$ cat config.mk
export PLATFORM = sky130hd
export DESIGN_NAME = ex_wb
export DESIGN_NICKNAME = d
export VERILOG_FILES = /design/src/rtl/ex_wb.sv
export SDC_FILE = /design/constraint.sdc
export NUM_CORES = 1
export LEC_CHECK = 0
export CAP_MARGIN = 40
export CORE_MARGIN = 2
export CORE_UTILIZATION = 42
export DETAILED_ROUTE_END_ITERATION = 12
export PLACE_DENSITY = 0.64
export SYNTH_ARGS = -nofsm -noshare
export SYNTH_HDL_FRONTEND = slang
export SYNTH_SLANG_ARGS = --single-unit
$ cat constraint.sdc
create_clock -name clk -period 8.1 [get_ports clk]
set_input_delay 1.62 -clock clk [delete_from_list [all_inputs] [get_ports clk]]
set_output_delay 1.62 -clock clk [all_outputs]
set_load 0.05 [all_outputs]
$ cat src/rtl/ex_wb.sv
// Execute/write-back stage feeding the rf write port; single-cycle ALU ops plus an
// optional 32-iteration shift-add multiplier enabled by defining EX_WB_MUL_EN.
//
// state | meaning
// IDLE  | ready for a new op; in_ready=1
// MUL   | iterative multiply in progress (only with EX_WB_MUL_EN)
// WB    | one-cycle write-back; w=1 unless dst==0 or op was illegal
module ex_wb (
  input  logic        clk,
  input  logic        reset,
  input  logic        in_valid,
  output logic        in_ready,
  input  logic [2:0]  op,
  input  logic [31:0] rd1,
  input  logic [31:0] rd2,
  input  logic [4:0]  dst,
  output logic [4:0]  wn,
  output logic [31:0] wd,
  output logic        w,
  output logic        err,
  output logic        busy
);

`ifdef EX_WB_MUL_EN
  typedef enum logic [1:0] {IDLE = 2'd0, MUL = 2'd1, WB = 2'd2} state_t;
`else
  typedef enum logic [1:0] {IDLE = 2'd0, WB = 2'd2} state_t;
`endif

  state_t      state;
  logic [31:0] alu;

  always_comb begin
    alu = '0;
    case (op)
      3'd0: alu = rd1 + rd2;
      3'd1: alu = rd1 - rd2;
      3'd2: alu = rd1 & rd2;
      3'd3: alu = rd1 | rd2;
      3'd4: alu = rd1 ^ rd2;
      3'd5: alu = ($signed(rd1) < $signed(rd2)) ? 32'd1 : 32'd0;
      3'd6: alu = rd1 << rd2[4:0];
      default: alu = '0;
    endcase
  end

`ifdef EX_WB_MUL_EN
  logic [31:0] mul_a, mul_b, acc, acc_n;
  logic [4:0]  cnt, dst_q;

  assign acc_n = mul_b[0] ? (acc + mul_a) : acc;
`endif

  always_ff @(posedge clk) begin
    if (reset) begin
      state    <= IDLE;
      in_ready <= 1'b1;
      busy     <= 1'b0;
      w        <= 1'b0;
      err      <= 1'b0;
      wn       <= '0;
      wd       <= '0;
`ifdef EX_WB_MUL_EN
      mul_a    <= '0;
      mul_b    <= '0;
      acc      <= '0;
      cnt      <= '0;
      dst_q    <= '0;
`endif
    end else begin
      case (state)
        IDLE: begin
          w   <= 1'b0;
          err <= 1'b0;
          if (in_valid) begin
            in_ready <= 1'b0;
            busy     <= 1'b1;
            if (op == 3'd7) begin
`ifdef EX_WB_MUL_EN
              mul_a <= rd1;
              mul_b <= rd2;
              acc   <= '0;
              cnt   <= '0;
              dst_q <= dst;
              state <= MUL;
`else
              // Illegal without the multiplier: take the WB slot but never write.
              wn    <= dst;
              err   <= 1'b1;
              state <= WB;
`endif
            end else begin
              wn    <= dst;
              wd    <= alu;
              w     <= (dst != 5'd0);
              state <= WB;
            end
          end
        end
`ifdef EX_WB_MUL_EN
        MUL: begin
          acc   <= acc_n;
          mul_a <= mul_a << 1;
          mul_b <= mul_b >> 1;
          cnt   <= cnt + 5'd1;
          if (cnt == 5'd31) begin
            wn    <= dst_q;
            wd    <= acc_n;
            w     <= (dst_q != 5'd0);
            state <= WB;
          end
        end
`endif
        WB: begin
          w        <= 1'b0;
          err      <= 1'b0;
          busy     <= 1'b0;
          in_ready <= 1'b1;
          state    <= IDLE;
        end
        default: begin
          w        <= 1'b0;
          err      <= 1'b0;
          busy     <= 1'b0;
          in_ready <= 1'b1;
          state    <= IDLE;
        end
      endcase
    end
  end

endmodule

==> results.toml <==
[run_status]
outcome = "finished, final reports clean"

[min_path]
hold_class = "flip-flop to flip-flop"

[cts]
insertion_delay_ps = 320
cts_resized = 0
htree_num_levels = 2
clk_path_buf_depth = 2
path_clk_slew_ps = 70
cts_tree = "built"
cts_buffers = 5
postCtsSetupBuffers = 0
cts-hold-fix-buffers = 0
cts_root_buf = "clkbuf_16"
clock-sinks = 41

[route]
via_per_inst = 6.41
drc = 0
vias = 9402
wl_per_cell_um = 23.6
ant_nets = 0
drt_first_pass_iters = 5
routed_wl_mm = 34.6
drtIter0Drc = 978

[sta]
finClkSkew_ps = 22.7
max-slew-margin-rel_pct = 41.2
clock.fmax_ghz = 0.178
timing.setup.tns_ps = 0
hold_violations = 0
final_max_slew_viol_count = 0
period_minus_slack_ps = 5610
rsz0062_at_grt = "no"
finalCritPeriodShare_pct = 69.2
worst_pin_slew_ps = 882
setup_viol = 0

[synthesis]
muxShareOfSynthArea_pct = 10.9
synth_compound_area_share_pct = 31.3
synth_top_family_by_area = "compound AO/OA/AOI/OAI gates"
synth.yosys.warnings = 0
syn_inst = 1138
yosys.area_share.simple_pct = 20.7
yosys.area.top_type = "ha_1"
syn_nets = 1322
synth_seq_cells = 41
synthArstFlopShare_pct = 0
mappedNetlistArea_um2 = 8180
synth_ff_type = "dfxtp_1"
post-synth-top-area-fraction_pct = 16.4
synth.area.top_cells = "ha_1 16%, dfxtp_1 10%, mux4_2 7.4%, a21oi_1 5.9%, nor2_1 4.7%"
yosysSeqAreaShare_pct = 10.0
synth_edf_count = 0
synthAdderAreaFrac_pct = 16.9
synth.distinct_cells = 80
synth_xor_area_share_pct = 1.39
syn_area_per_cell_um2 = 7.19

[finish]
seq_area_um2 = 821
fin_area_um2 = 9660
multi_input_area_um2 = 6650
drive_gt1_share_pct = 7.40
antenna_cells = 0
area_growth_pct = 18.2
fillers = 1992
fin_nets = 1385

[grt]
grt_max_degree = 39
antenna_found_initial = 0
grt_pass1_vias = 8743
grt_pass1_wl_mm = 52.3
grtUsageTotal_pct = 33.3
grt.overflow.total = 0

[setup_path]
crit_path_max_fanout = 33
critPathKind = "primary input to flip-flop"
cp.arrival_ps = 5820
endpoint_kind = "flip-flop"
critical_path.startpoint_type = "primary input"
required_ps = 8320

[die]
rows = 51
start_util_pct = 42.4
fp.dieH_um = 144
coreArea_um2 = 19300
die_x_um = 144
dieArea_um2 = 20600
pin_count = 116

[placement]
dp_hpwl_mm = 26.0
gp_congestion = 0.970
dpl-instance-area_um2 = 9490
portBuffers = 115

[power_and_ir_drop]
leakagePower_uw = 0.00397
power_density_nw_per_um2 = 120
vdd_drop_max_mv = 0.0816

[job]
max_cap_violations = 0
## where the power goes
| part | switching (uW) | total, uW | internal [uW] |
|---|---|---|---|
| combinational | 426 | 667 | 240 |
| sequential | 11.8 | 231 | 219 |
| clock | 113 | 260 | 147 |
| total | 551 | 1160 | 606 |
## layout make-up
type                       instances  share of cell area [%]
inverter                         106                    4.12
timing repair buffer             133                    13.4
sequential                        41                    8.49
clock buffer                       5                    1.29
multi-input combinational        914                    68.8
clock inverter                     3                   0.479
tap                              265                    3.43
## stage by stage
step	cells	util [%]	hold slack (ps)	total power (uW)	setup slack, ps
finish	1467	50.1	452	1160	2490
global route	1467	50.1	467	1210	2290
CTS	1467	50.1	456	1140	2670
detailed placement	1459	49.3	446	883	2370
global placement	1458	49.1	443	884	2440
floorplan	1138	-	663	659	3320
## state kept, by name (all words and copies together), names as in the netlist
name	cells
err	1
in_ready	1
w	1
wd	32
state	1
wn	5
## cell usage in the layout, fill, tap and decap left out, types with 23 or more instances in the layout
master	instances
clkdlybuf4s50_1	112
ha_1	107
nor2_1	101
nand2_1	100
a21oi_1	96
inv_1	95
o21ai_0	48
dfxtp_1	41
nor3_1	37
a211oi_1	33
mux4_2	27
o21ai_1	24
nand3_1	23
mux2i_1	23
## cell usage after synthesis (12+ instances only)
cell and count:
xnor2_1 13, o211ai_1 22, dfxtp_1 41, mux4_2 27
mux2i_1 23, o21bai_1 18, nand4_1 12, o21ai_1 24
nor4_1 14, a22oi_1 13, a21oi_1 96, ha_1 107
a211oi_1 33, nand2_1 100, a31oi_1 14, nor3_1 38
a221oi_1 22, nor2_1 102, buf_2 13, clkbuf_1 52
nand3_1 23, inv_1 95, o21ai_0 48
## critical path: stages
cell             delay (ps)
clkdlybuf4s50_1         450
buf_4                   320
inv_1                   430
ha_1                    620
o21ai_0                 180
o21ai_1                 420
nand4_1                 270
a21oi_1                 410
o21ai_1                 260
a211oi_1                370
nor3_1                   70
nand3b_1                160
a211oi_1                220
## layer usage
layer  routed length (um)  vias up  track usage (%)  share of wire (%)
met5                    0        -                0                  0
met4                 1330        0             12.6                3.8
met3                 3670       97             5.26                 11
met2                14700      595             50.8                 42
met1                14900     4381             47.0                 43
li1                     -     4329                -                  -
## cells by family after synthesis
logic type,after synthesis
buf+inv,183
flops,41
xor+xnor,13
compound gates,383
mux,55
fa+ha+maj,109
simple gates,354
## worst paths after layout
check,from,to,slack (ps),depth (start not counted)
max,rd2[3],wd[28]$_SDFFE_PP0P_,2490,13
min,wn[0]$_SDFFE_PP0P_,wn[0]$_SDFFE_PP0P_,450,2
max reg2reg,state[1]$_SDFFE_PP0P_,wd[22]$_SDFFE_PP0P_,5250,7
min reg2reg,wn[0]$_SDFFE_PP0P_,wn[0]$_SDFFE_PP0P_,450,2
Power figures use the tool's default switching activity.
==> RTL change 1: new RTL, same flow settings <==
Add a define of `EX_WB_MUL_EN`.
--- a/src/rtl/ex_wb.sv
+++ b/src/rtl/ex_wb.sv
@@ -5,6 +5,8 @@
 // IDLE  | ready for a new op; in_ready=1
 // MUL   | iterative multiply in progress (only with EX_WB_MUL_EN)
 // WB    | one-cycle write-back; w=1 unless dst==0 or op was illegal
+`define EX_WB_MUL_EN
+
 module ex_wb (
   input  logic        clk,
   input  logic        reset,
Formal check against the unedited RTL: not equivalent (a bounded check fails within 4 cycles, from zero or initial values and one cycle with reset high).
==> RTL change 1 against the original RTL <==
Wire length rose by 58%; die area grew 74%; final area is 70% higher; non-clock buffer count rose by 13; worst setup slack gained 0.032 ns; synthesized area grew 77%; power rose by 110%; sequential power increased to 3.5 times the old value; sequential cell count grew 107; critical path type unchanged; largest cell class unchanged.
==> RTL change 1: results <==
{
  "netlist_top_cells_count": "269 x nand2_1, 232 x nor2_1, 167 x a21oi_1",
  "crit_path_start": "rd2[3]",
  "r2r-start": "mul_a[0]$_SDFFE_PP0P_",
  "grt_max_degree": 69,
  "syn_nets": 2189,
  "drive_above_1_share_pct": 6.16,
  "fin_crit_sh_pct": 68.8,
  "vdd_drop_max_mv": 0.159,
  "cts_made_buffers": 17,
  "grt_usage_pct": 30.2,
  "place.gp.congestion": 1.01,
  "clkLatencyLatePin_ns": 0.46,
  "grt_pass1_vias": 14100,
  "seq_area_frac_synth_pct": 20.5,
  "grt_antenna_before_repair": 1,
  "fill_cells": 3387,
  "slew_headroom_pct": 42.2,
  "io_buffers": 114,
  "critPathArrivalTime_ns": 5.87,
  "firstDrtPassIters": 6,
  "ys_types": 76,
  "hp-start": "busy$_SDFFE_PP0P_",
  "grt_pass1_wl_um": 84000,
  "wl_per_cell_um": 22.4,
  "status": "finished, final reports clean",
  "cpPeakStageDelay_ns": 0.64,
  "p_leak_nw": 6.71,
  "vias": 15200,
  "synth_area_leaders": "dfxtp_1 20%, ha_1 13%, nand2_1 7.0%",
  "rrSetupSlack_ns": 4.60,
  "slowest_stage": "o21ai_0",
  "finalClockSkew_ns": 0.0153,
  "pre_cts_slack_ns": 2.23
}
==> RTL change 1: cell count changes after synthesis, moves of 20 or more <==
cell	before	now
ha_1	107	147
a311oi_1	2	83
o22ai_1	9	29
nor2_1	102	232
mux2i_1	23	46
a22oi_1	13	44
a21oi_1	96	167
dfxtp_1	41	148
xnor2_1	13	41
clkbuf_1	52	106
nand2_1	100	269
o21ai_0	48	83
o21ai_1	24	3
==> RTL change 1: final timing paths <==
kind                         end  cells after the start
max          wd[26]$_SDFFE_PP0P_                     14
min            busy$_SDFFE_PP0P_                      2
max reg2reg  wd[24]$_SDFFE_PP0P_                     12
min reg2reg    busy$_SDFFE_PP0P_                      2
==> RTL change 1: through the flow <==
| step | hold slack [ns] | std cells | power (mW) |
|---|---|---|---|
| after floorplan | 0.444 | 1964 | 1.35 |
| after global placement | 0.451 | 2406 | 1.63 |
| after detailed placement | 0.459 | 2413 | 1.64 |
| after CTS | 0.472 | 2444 | 2.45 |
| after global routing | 0.491 | 2444 | 2.56 |
| final | 0.466 | 2445 | 2.45 |
==> RTL change 1: layout make-up <==
class,count,area (um2),share of cell area (%)
clock buffers,17,425,2.58
multi-input cells,1567,10600,64.3
diodes,1,2.50,0.0152
repair buffers,146,1400,8.51
flip-flops and latches,148,2960,18.0
inverters,104,390,2.37
well taps,448,561,3.40
clock inverters,14,141,0.859
==> RTL change 1: power by group <==
group          leakage, nW  internal [mW]  switching (mW)
Clock                0.277          0.432           0.377
Sequential            1.21          0.766          0.0310
Combinational         5.22          0.304           0.545
==> RTL change 1: kinds of logic after synthesis <==
kind of cell	Yosys count	share of synthesized area (%)
buffers and inverters	249	6.67
other	1	0.0259
XOR/XNOR	59	3.57
multiplexers	81	7.78
AND/OR/NAND/NOR	663	19.6
flip-flops	148	20.5
AO/OA/AOI/OAI	613	28.8
adder cells (fa/ha/maj)	150	13.1
==> RTL change 1: metal layers <==
layer | GRT usage (%) | routed length [um]
met5 | 0 | 0
met4 | 9.93 | 1600
met3 | 5.88 | 4490
met2 | 46.5 | 24000
met1 | 42.2 | 24600
==> RTL change 1: critical path, delay by kind of cell <==
kind	cells	cell delay [ns]
AND/OR/NAND/NOR	3	0.63
adder cells (fa/ha/maj)	1	0.51
XOR/XNOR	1	0.14
AO/OA/AOI/OAI	6	1.89
buffers and inverters	3	1.05
==> RTL change 2: new RTL, same settings <==
Made on the original files. Put one more register stage on the output `err`, without a reset. The value now appears one clock later. The other outputs are not delayed to match.
--- a/src/rtl/ex_wb.sv
+++ b/src/rtl/ex_wb.sv
@@ -20,6 +20,8 @@
   output logic        err,
   output logic        busy
 );
+
+  logic err_s0;
 
 `ifdef EX_WB_MUL_EN
   typedef enum logic [1:0] {IDLE = 2'd0, MUL = 2'd1, WB = 2'd2} state_t;
@@ -57,7 +59,7 @@
       in_ready <= 1'b1;
       busy     <= 1'b0;
       w        <= 1'b0;
-      err      <= 1'b0;
+      err_s0   <= 1'b0;
       wn       <= '0;
       wd       <= '0;
 `ifdef EX_WB_MUL_EN
@@ -71,7 +73,7 @@
       case (state)
         IDLE: begin
           w   <= 1'b0;
-          err <= 1'b0;
+          err_s0 <= 1'b0;
           if (in_valid) begin
             in_ready <= 1'b0;
             busy     <= 1'b1;
@@ -86,7 +88,7 @@
 `else
               // Illegal without the multiplier: take the WB slot but never write.
               wn    <= dst;
-              err   <= 1'b1;
+              err_s0 <= 1'b1;
               state <= WB;
 `endif
             end else begin
@@ -113,14 +115,14 @@
 `endif
         WB: begin
           w        <= 1'b0;
-          err      <= 1'b0;
+          err_s0   <= 1'b0;
           busy     <= 1'b0;
           in_ready <= 1'b1;
           state    <= IDLE;
         end
         default: begin
           w        <= 1'b0;
-          err      <= 1'b0;
+          err_s0   <= 1'b0;
           busy     <= 1'b0;
           in_ready <= 1'b1;
           state    <= IDLE;
@@ -129,5 +131,9 @@
     end
   end
 
+  always_ff @(posedge clk) begin
+    err <= err_s0;
+  end
+
 endmodule
 
Behaviour: not the same (a bounded check fails within 4 cycles, from zero or initial values and one cycle with reset high).
==> RTL change 2 against the original RTL <==
Synthesized area is 0.24% higher; sequential cell count is 1 higher; worst setup slack better by 0.023 ns; wire length is 3.3% lower; register-to-register slack better by 0.09 ns; power is 3.2% lower; combinational power is 0.6% lower; final area is 0.10% higher.
==> RTL change 2: results <==
{
  "status": "finished, final reports clean",
  "place_hpwl_um": 25200,
  "netlist_top_cells_count": "107 x ha_1, 102 x nor2_1, 100 x nand2_1",
  "drt_iter0_drc": 1088,
  "vias": 9357,
  "grt_max_degree": 50,
  "cpPeakStageDelay_ns": 0.64,
  "vdd_drop_max_mv": 0.0836,
  "dieArea_um2": 20700,
  "wl_per_cell_um": 22.7,
  "final_nets": 1389,
  "syn_nets": 1323,
  "grt_use_met1_pct": 44.7,
  "tightest_slew_ns": 0.799,
  "pre_cts_slack_ns": 2.43,
  "grt_pass1_wl_um": 50200,
  "finalClockSkew_ns": 0.0176,
  "seq_area_frac_synth_pct": 10.3,
  "htreeDepth": 2,
  "use_met2_pct": 48.1,
  "grt_pass1_vias": 8408,
  "hp-start": "err_s0$_SDFF_PP0_",
  "place.gp.congestion": 0.982,
  "grt_use_met3_pct": 5.93,
  "fill_cells": 1965,
  "p_leak_nw": 3.97,
  "synth_area_leaders": "ha_1 16%, dfxtp_1 10%, mux4_2 7.4%",
  "drive_above_1_share_pct": 7.55
}
==> RTL change 2: area by class of cell <==
class | count | area share, %
clock buffer | 5 | 1.29
clock inverter | 3 | 0.246
inverter | 106 | 4.11
multi-input combinational | 914 | 68.7
sequential | 42 | 8.69
tap | 265 | 3.43
timing repair buffer | 136 | 13.5
==> RTL change 2: worst paths after layout <==
check                        endpoint  cells after the start  slack, ns
setup / recovery  wd[28]$_SDFFE_PP0P_                     13       2.52
hold / removal            err$_DFF_P_                      0       0.33
setup reg to reg  wd[20]$_SDFFE_PP0P_                      6       5.34
hold reg to reg           err$_DFF_P_                      0       0.33
==> RTL change 2: metrics by stage <==
| stage | power, mW | cells | utilization [%] |
|---|---|---|---|
| 6_report | 1.12 | 1471 | 50.0 |
| 5_1_grt | 1.18 | 1471 | 50.0 |
| 4_1_cts | 1.11 | 1471 | 50.0 |
| 3_5_place_dp | 0.885 | 1463 | 49.3 |
| 3_3_place_gp | 0.886 | 1462 | 49.2 |
| 2_1_floorplan | 0.664 | 1139 | - |
==> RTL change 2: kinds of logic after synthesis <==
kind of cell	Yosys count	share of synthesized area, %
buf+inv	183	8.76
fa+ha+maj	109	16.8
compound gates	383	31.2
xor+xnor	13	1.39
simple gates	354	20.7
flops	42	10.3
mux	55	10.9
==> RTL change 2: report_power, final <==
part	total [mW]	switching, mW	internal [mW]
Clock	0.222	0.106	0.116
Sequential	0.236	0.0117	0.224
Combinational	0.663	0.422	0.241
==> RTL change 2: per-layer routing <==
metal | share of wire [%] | vias up
li1 | - | 4322
met1 | 42 | 4350
met2 | 43 | 592
met3 | 11 | 93
met4 | 3.8 | 0
met5 | 0 | -
==> RTL change 2: worst max-delay path, delay by kind of cell <==
family,cells,cell delay [ns]
fa+ha+maj,1,0.64
compound gates,6,1.84
simple gates,3,0.47
buf+inv,3,1.20
